**src/rtl/memory_load_sequencer_if.sv**
```systemverilog
// Shared word-format definitions, plus the handshake bundle between the
// upstream word source, the load sequencer and the memory engine.
package data_type_pkg;
    localparam int INT_WIDTH  = 8;
    localparam int FRAC_WIDTH = 8;
endpackage

interface memory_load_sequencer_if;
    import data_type_pkg::*;

    localparam int W = INT_WIDTH + FRAC_WIDTH;

    // Upstream word stream
    logic         in_val;
    logic         in_rdy;
    logic [W-1:0] in_data;
    logic         in_last;

    // Message stream toward the memory engine: {data, cmd}
    logic         send_val;
    logic         send_rdy;
    logic [W+1:0] send_msg;

    // Sequencer side
    modport slave (
        input  in_val, in_data, in_last, send_rdy,
        output in_rdy, send_val, send_msg
    );

    // Environment side (word source and memory engine)
    modport master (
        output in_val, in_data, in_last, send_rdy,
        input  in_rdy, send_val, send_msg
    );
endinterface

```
**src/rtl/memory_load_sequencer.sv**
```systemverilog
// Memory load sequencer: forwards upstream words as write messages, pads
// short frames with zero writes up to DATA_ENTRIES, then issues one run
// message per frame and counts the run messages issued.
module memory_load_sequencer #(
    parameter int DATA_ENTRIES = 8
) (
    input  logic                    clk,
    input  logic                    reset,
    memory_load_sequencer_if.slave  bus,
    output logic [7:0]              frame_cnt,
    output logic                    busy
);
    import data_type_pkg::*;

    localparam int W     = INT_WIDTH + FRAC_WIDTH;
    localparam int CNT_W = $clog2(DATA_ENTRIES);
    localparam logic [CNT_W-1:0] LAST_IDX = CNT_W'(DATA_ENTRIES - 1);

    localparam logic [1:0] CMD_WRITE = 2'b00;
    localparam logic [1:0] CMD_RUN   = 2'b11;

    typedef enum logic [1:0] {
        LOAD = 2'd0,
        PAD  = 2'd1,
        RUN  = 2'd2
    } state_t;

    state_t           state_q, state_d;
    logic [CNT_W-1:0] cnt_q, cnt_d;
    logic [7:0]       frame_cnt_q, frame_cnt_d;

    // State, entry counter and frame counter registers.
    // NOTE: sequential state uses non-blocking assignments so every register
    // samples the pre-edge values computed by the combinational block.
    always_ff @(posedge clk) begin
        // NOTE: reset is synchronous; it only takes effect on a rising edge.
        if (reset) begin
            state_q     <= LOAD;
            cnt_q       <= '0;
            frame_cnt_q <= '0;
        end else begin
            state_q     <= state_d;
            cnt_q       <= cnt_d;
            frame_cnt_q <= frame_cnt_d;
        end
    end

    // Next-state logic and handshake/message outputs for the current state.
    always_comb begin
        // NOTE: every output and next-state value gets a default first, so no
        // path through the case statement can infer a latch.
        state_d      = state_q;
        cnt_d        = cnt_q;
        frame_cnt_d  = frame_cnt_q;
        bus.in_rdy   = 1'b0;
        bus.send_val = 1'b0;
        bus.send_msg = '0;

        unique case (state_q)
            LOAD: begin
                // Zero-latency pass-through of the upstream word.
                bus.send_val = bus.in_val;
                bus.in_rdy   = bus.send_rdy;
                if (bus.in_val) begin
                    bus.send_msg = {bus.in_data, CMD_WRITE};
                end
                if (bus.in_val && bus.send_rdy) begin
                    if (cnt_q == LAST_IDX) begin
                        // A full frame ends here whether or not in_last is set.
                        state_d = RUN;
                        cnt_d   = '0;
                    end else if (bus.in_last) begin
                        state_d = PAD;
                        cnt_d   = cnt_q + 1'b1;
                    end else begin
                        cnt_d   = cnt_q + 1'b1;
                    end
                end
            end

            PAD: begin
                bus.send_val = 1'b1;
                bus.send_msg = {{W{1'b0}}, CMD_WRITE};
                if (bus.send_rdy) begin
                    if (cnt_q == LAST_IDX) begin
                        state_d = RUN;
                        cnt_d   = '0;
                    end else begin
                        cnt_d   = cnt_q + 1'b1;
                    end
                end
            end

            RUN: begin
                bus.send_val = 1'b1;
                bus.send_msg = {{W{1'b0}}, CMD_RUN};
                if (bus.send_rdy) begin
                    state_d     = LOAD;
                    frame_cnt_d = frame_cnt_q + 8'd1;
                end
            end

            default: begin
                state_d = LOAD;
                cnt_d   = '0;
            end
        endcase

        // No handshake is offered in either direction while reset is held.
        if (reset) begin
            bus.in_rdy   = 1'b0;
            bus.send_val = 1'b0;
            bus.send_msg = '0;
        end
    end

    assign frame_cnt = frame_cnt_q;
    assign busy      = (state_q != LOAD) || (cnt_q != '0);

endmodule

```
**src/flat_wrapper.sv**
```systemverilog
// flat-port wrapper written by rule: the top's interface ports become plain ports
module memory_load_sequencer_flat import data_type_pkg::*;
#(
    parameter int DATA_ENTRIES = 8
)
  (clk, reset, frame_cnt, busy, bus_in_val, bus_in_data, bus_in_last, bus_send_rdy, bus_in_rdy, bus_send_val, bus_send_msg);
  memory_load_sequencer_if bus_i ();
  input  logic clk;
  input  logic reset;
  output logic [7:0] frame_cnt;
  output logic busy;
  input wire logic [$bits(bus_i.in_val)-1:0] bus_in_val;
  input wire logic [$bits(bus_i.in_data)-1:0] bus_in_data;
  input wire logic [$bits(bus_i.in_last)-1:0] bus_in_last;
  input wire logic [$bits(bus_i.send_rdy)-1:0] bus_send_rdy;
  output wire logic [$bits(bus_i.in_rdy)-1:0] bus_in_rdy;
  output wire logic [$bits(bus_i.send_val)-1:0] bus_send_val;
  output wire logic [$bits(bus_i.send_msg)-1:0] bus_send_msg;
  assign bus_i.in_val = bus_in_val;
  assign bus_i.in_data = bus_in_data;
  assign bus_i.in_last = bus_in_last;
  assign bus_i.send_rdy = bus_send_rdy;
  assign bus_in_rdy = bus_i.in_rdy;
  assign bus_send_val = bus_i.send_val;
  assign bus_send_msg = bus_i.send_msg;
  memory_load_sequencer #(.DATA_ENTRIES(DATA_ENTRIES)) u_core (.clk(clk), .reset(reset), .bus(bus_i), .frame_cnt(frame_cnt), .busy(busy));
endmodule
```
**config.mk**
```make
export PLATFORM = sky130hd
export DESIGN_NAME = memory_load_sequencer_flat
export DESIGN_NICKNAME = d
export VERILOG_FILES = /design/src/rtl/memory_load_sequencer_if.sv /design/src/rtl/memory_load_sequencer.sv /design/src/flat_wrapper.sv
export SDC_FILE = /design/constraint.sdc
export NUM_CORES = 1
export LEC_CHECK = 0
export BUFFER_PORTS_ARGS = -buffer_cell sky130_fd_sc_hd__buf_2
export CORE_MARGIN = 3
export CORE_UTILIZATION = 45
export CTS_CLUSTER_SIZE = 40
export DETAILED_ROUTE_END_ITERATION = 6
export PLACE_DENSITY = 0.79
export SYNTH_ARGS = -nofsm -noshare
export SYNTH_HDL_FRONTEND = slang
export SYNTH_SLANG_ARGS = --single-unit
```
**constraint.sdc**
```tcl
create_clock -name clk -period 1.6 [get_ports clk]
set_input_delay 0.16 -clock clk [delete_from_list [all_inputs] [get_ports clk]]
set_output_delay 0.16 -clock clk [all_outputs]
set_load 0.02 [all_outputs]
```
==> metrics.md <==
| Metric | Value |
|---|---|
| TritonRoute pass-1 iters | `4` |
| Sequential share of the synthesized area | `between 20% and 30%` |
| Path type of the worst setup path | `reg2out` |
| Hold Vio Cnt, Final | `0` |
| WL final | `around 3300 um` |
| CP Capture Point | `bus_send_msg[8]` |
| CTS tree | `yes` |
| Avg WL per Cell | `~16 um` |
| Gr usage total | `between 20% and 30%` |
| Critical Path RT | `1.44 ns` |
| Initial Utilization | `about half` |
| Leakage dissipation | `around 0.74 nW` |
| Unrepaired setup endpoints after global routing | `true` |
| FF-to-FF Start | `u_core.state_q[1]$_SDFFE_PP0P_` |
| Global-route wire length before repair | `4820 um` |
| Top_reg_cell synth | `dfxtp_1` |
| Final antenna-violating net count | `0` |
| Final setup violation count | `17` |
| Fill cells | `between 100 and 150` |
| Synth Area in Adders | `14.1%` |
| Clk_skew | `slightly below 0.01 ns` |
| Via density | `about 5.5` |
| GR Util met1 | `24.7%` |
| H-tree Lvls | `1` |
| Worst slack at placement | `-0.0578 ns` |
| Rows | `16` |
| Unique masters post-synth | `34` |
| Mux contribution to synthesized area | `0%` |
| Final net count | `between 200 and 250` |
| Worst-margin pin slew | `approximately 0.42 ns` |
| Netlist Area Pre-Place | `977 um^2` |
| Longest Clk Path Bufs | `2` |
| EDFF count, synth | `0` |
| Post-Syn Area per Cell | `8.35 um^2` |
| Max cap viols | `0` |
| Fin cells | `roughly 210` |
| CTS root buf | `clkbuf_4` |
| CTS Sinks | `13` |
| Highest-delay cell along the critical path | `dfxtp_4` |
| HPWL after detailed placement | `~2000 um` |
| Type of origin of the critical path | `flop` |
| CP startpoint | `u_core.state_q[1]$_SDFFE_PP0P_` |
| Met2 usage | `43.2%` |
| R2R cell count | `6` |
| Ports | `50` |
| Tcrit/Tclk final | `107%` |
| Reg2Reg Setup Slack | `0.01 ns` |
| Largest family of logic cells by synthesized area | `simple AND/OR/NAND/NOR gates` |
| Vias | `around 1100` |
| Failing checks | `negative setup slack` |
| Core Region | `approximately 2000 um^2` |
| Initial antenna violation count | `0` |
| Mapped Nets | `149` |
| CP max stage delay | `0.38 ns` |
| Compound-gate portion of the synthesized area | `16.6%` |
| Slew headroom | `between 70 and 80%` |
| Final GP Congestion | `0.808` |
| Worst setup EP type | `output port` |
| GRT met3 Usage | `5.41%` |
| Maximum vdd drop | `between 0.0006 and 0.0007 V` |
| Seq cells post-synth | `13` |
| Initial DRC Count | `between 40 and 50` |
| CTS buffer count | `3` |
| Congestion Overflow GR | `0` |
| Busiest grt layer | `met2` |
| Die outline height | `roughly 53 um` |
| PortBufs | `just under 50` |
| Simple-gate portion of the synthesized area | `between 30% and 40%` |
| Worst-skew pair later-pin latency | `0.29 ns` |
| Power, Total | `1.49 mW` |
| Ys Warns | `0` |
| Vias in the first global route | `approximately 1100` |
| DIE AREA | `between 2000 and 3000 um^2` |
| WHS | `approximately 0.28 ns` |
| Crit path time final | `1.71 ns` |
| Worst Path Max Fanout | `8` |
| Critical Path AT | `between 1.5 and 2 ns` |
| Post-Place Cells | `between 150 and 200` |
| Reg2reg end | `u_core.frame_cnt[6]$_SDFFE_PP0P_` |
| Gate Count Post-Synth | `about 120` |
| Antenna cells | `0` |
| Asr flop ratio synth | `0%` |
| Hold Path Class | `in2reg` |
| Outcome | `finished with violations` |
| Layout overhead on the synthesized area | `67.1%` |
| Largest net degree at the start of global routing | `18` |
| DRC | `0` |
| Share of layout cells above drive strength 1 | `58.7%` |
| Achievable Freq | `approximately 600 MHz` |
| CP Cell Sequence | `inv_6 > ha_4 > nor2b_4 > o211a_4 > and2_4 > buf_6` |
| XOR/XNOR share of the synthesized area | `4.48%` |
| PD cells | `about 910 nW/um^2` |
| Die width | `around 53 um` |
| Fin worst setup slack | `-0.110 ns` |
| Slew Limit Fails | `0` |
| Worst-path clk slew | `about 0.09 ns` |
[routing by layer]
layer	vias to the layer above	wire length, um
met1	515	1200
met2	68	1730
met3	15	280
met4	0	130
li1	525	-
met5	-	0
[cell usage in the layout (no fill, tap or decap), drive strengths merged]
| cell type | instances |
|---|---|
| nor3b | 1 |
| ha | 11 |
| dfxtp | 13 |
| o21ba | 1 |
| nor4 | 1 |
| buf | 63 |
| and2 | 16 |
| nor2 | 12 |
| o31ai | 3 |
| clkbuf | 4 |
| or3 | 2 |
| xor2 | 2 |
| o21a | 1 |
| o21ai | 5 |
| and3 | 1 |
| xnor2 | 3 |
| a21oi | 7 |
| inv | 8 |
| nor2b | 2 |
| nand3b | 1 |
| a2111oi | 1 |
| o2111ai | 2 |
| o211a | 2 |
| nand4 | 2 |
| nand2 | 6 |
| nand3 | 5 |
| a21boi | 1 |
| nor3 | 3 |
[worst max-delay path, delay by kind of cell (launching register included)]
kind            cells  cell delay (ns)
compound gates      1             0.22
fa+ha+maj           1             0.14
buf+inv             2             0.19
flops               1             0.38
simple gates        2             0.33
[cells by family after synthesis]
| family | Yosys count |
|---|---|
| DFF | 13 |
| AOI/OAI and AO/OA | 22 |
| and+or+nand+nor | 52 |
| buffers and inverters | 14 |
| xor gates and xnor gates | 5 |
| adders and majority gates | 11 |
[metrics by stage]
stage | TNS [ns] | util, % | instance area, um^2
final | -1.55 | 81.6 | 1630
after global routing | -2.52 | 81.6 | 1630
after CTS | -1.19 | 75.4 | 1510
after detailed placement | -0.264 | 64.1 | 1280
after global placement | 0 | 64.1 | 1280
after floorplan | 0 | - | 977
[state kept, by name (all words and copies together) (netlist names)]
register	cells
u_core.cnt_q	3
u_core.frame_cnt	8
u_core.state_q	2
[final cells by class]
class,instances,area [um^2],area share (%)
Multi-Input combinational cell,91,790,48.4
Clock buffer,4,26.3,1.61
Inverter,8,37.5,2.30
Tap cell,27,33.8,2.07
Timing Repair Buffer,63,478,29.3
Sequential cell,13,268,16.4
[timing repair]
item,4_1_cts,5_1_grt
buffers inserted,1,4
setup endpoints to repair,21,26
gates resized for setup,58,24
pin swaps,6,15
cloned,1,0
hold buffers,0,0
[Yosys cell counts, types with 3 or more instances]
library cell   n  area share [%]
dfxtp_1       13              27
ha_1          11              14
o31ai_1        3             2.3
inv_1          8             3.1
xnor2_1        3             2.7
a21oi_1        7             3.6
nand3_1        4             2.0
nor2_1        12             4.6
nor3_1         3             1.5
nand2_1        6             2.3
o21ai_0        4             2.0
and2_1        16              10
[worst min-delay path by stage]
stage                                                   to  slack [ns]                              from  cells after the start
after detailed placement  u_core.frame_cnt[1]$_SDFFE_PP0P_        0.49  u_core.frame_cnt[1]$_SDFFE_PP0P_                      2
after global routing      u_core.frame_cnt[1]$_SDFFE_PP0P_        0.29                      bus_send_rdy                      3
after CTS                 u_core.frame_cnt[1]$_SDFFE_PP0P_        0.24                      bus_send_rdy                      3
after floorplan               u_core.cnt_q[2]$_SDFFE_PP0P_        0.42                             reset                      2
after global placement    u_core.frame_cnt[1]$_SDFFE_PP0P_        0.48  u_core.frame_cnt[1]$_SDFFE_PP0P_                      2
final                     u_core.frame_cnt[1]$_SDFFE_PP0P_        0.28                      bus_send_rdy                      3
[power breakdown]
group	internal, mW	switching, mW
Clock	0.0971	0.128
Combinational	0.432	0.444
Sequential	0.354	0.0311
(Power assumes the default switching activity.)
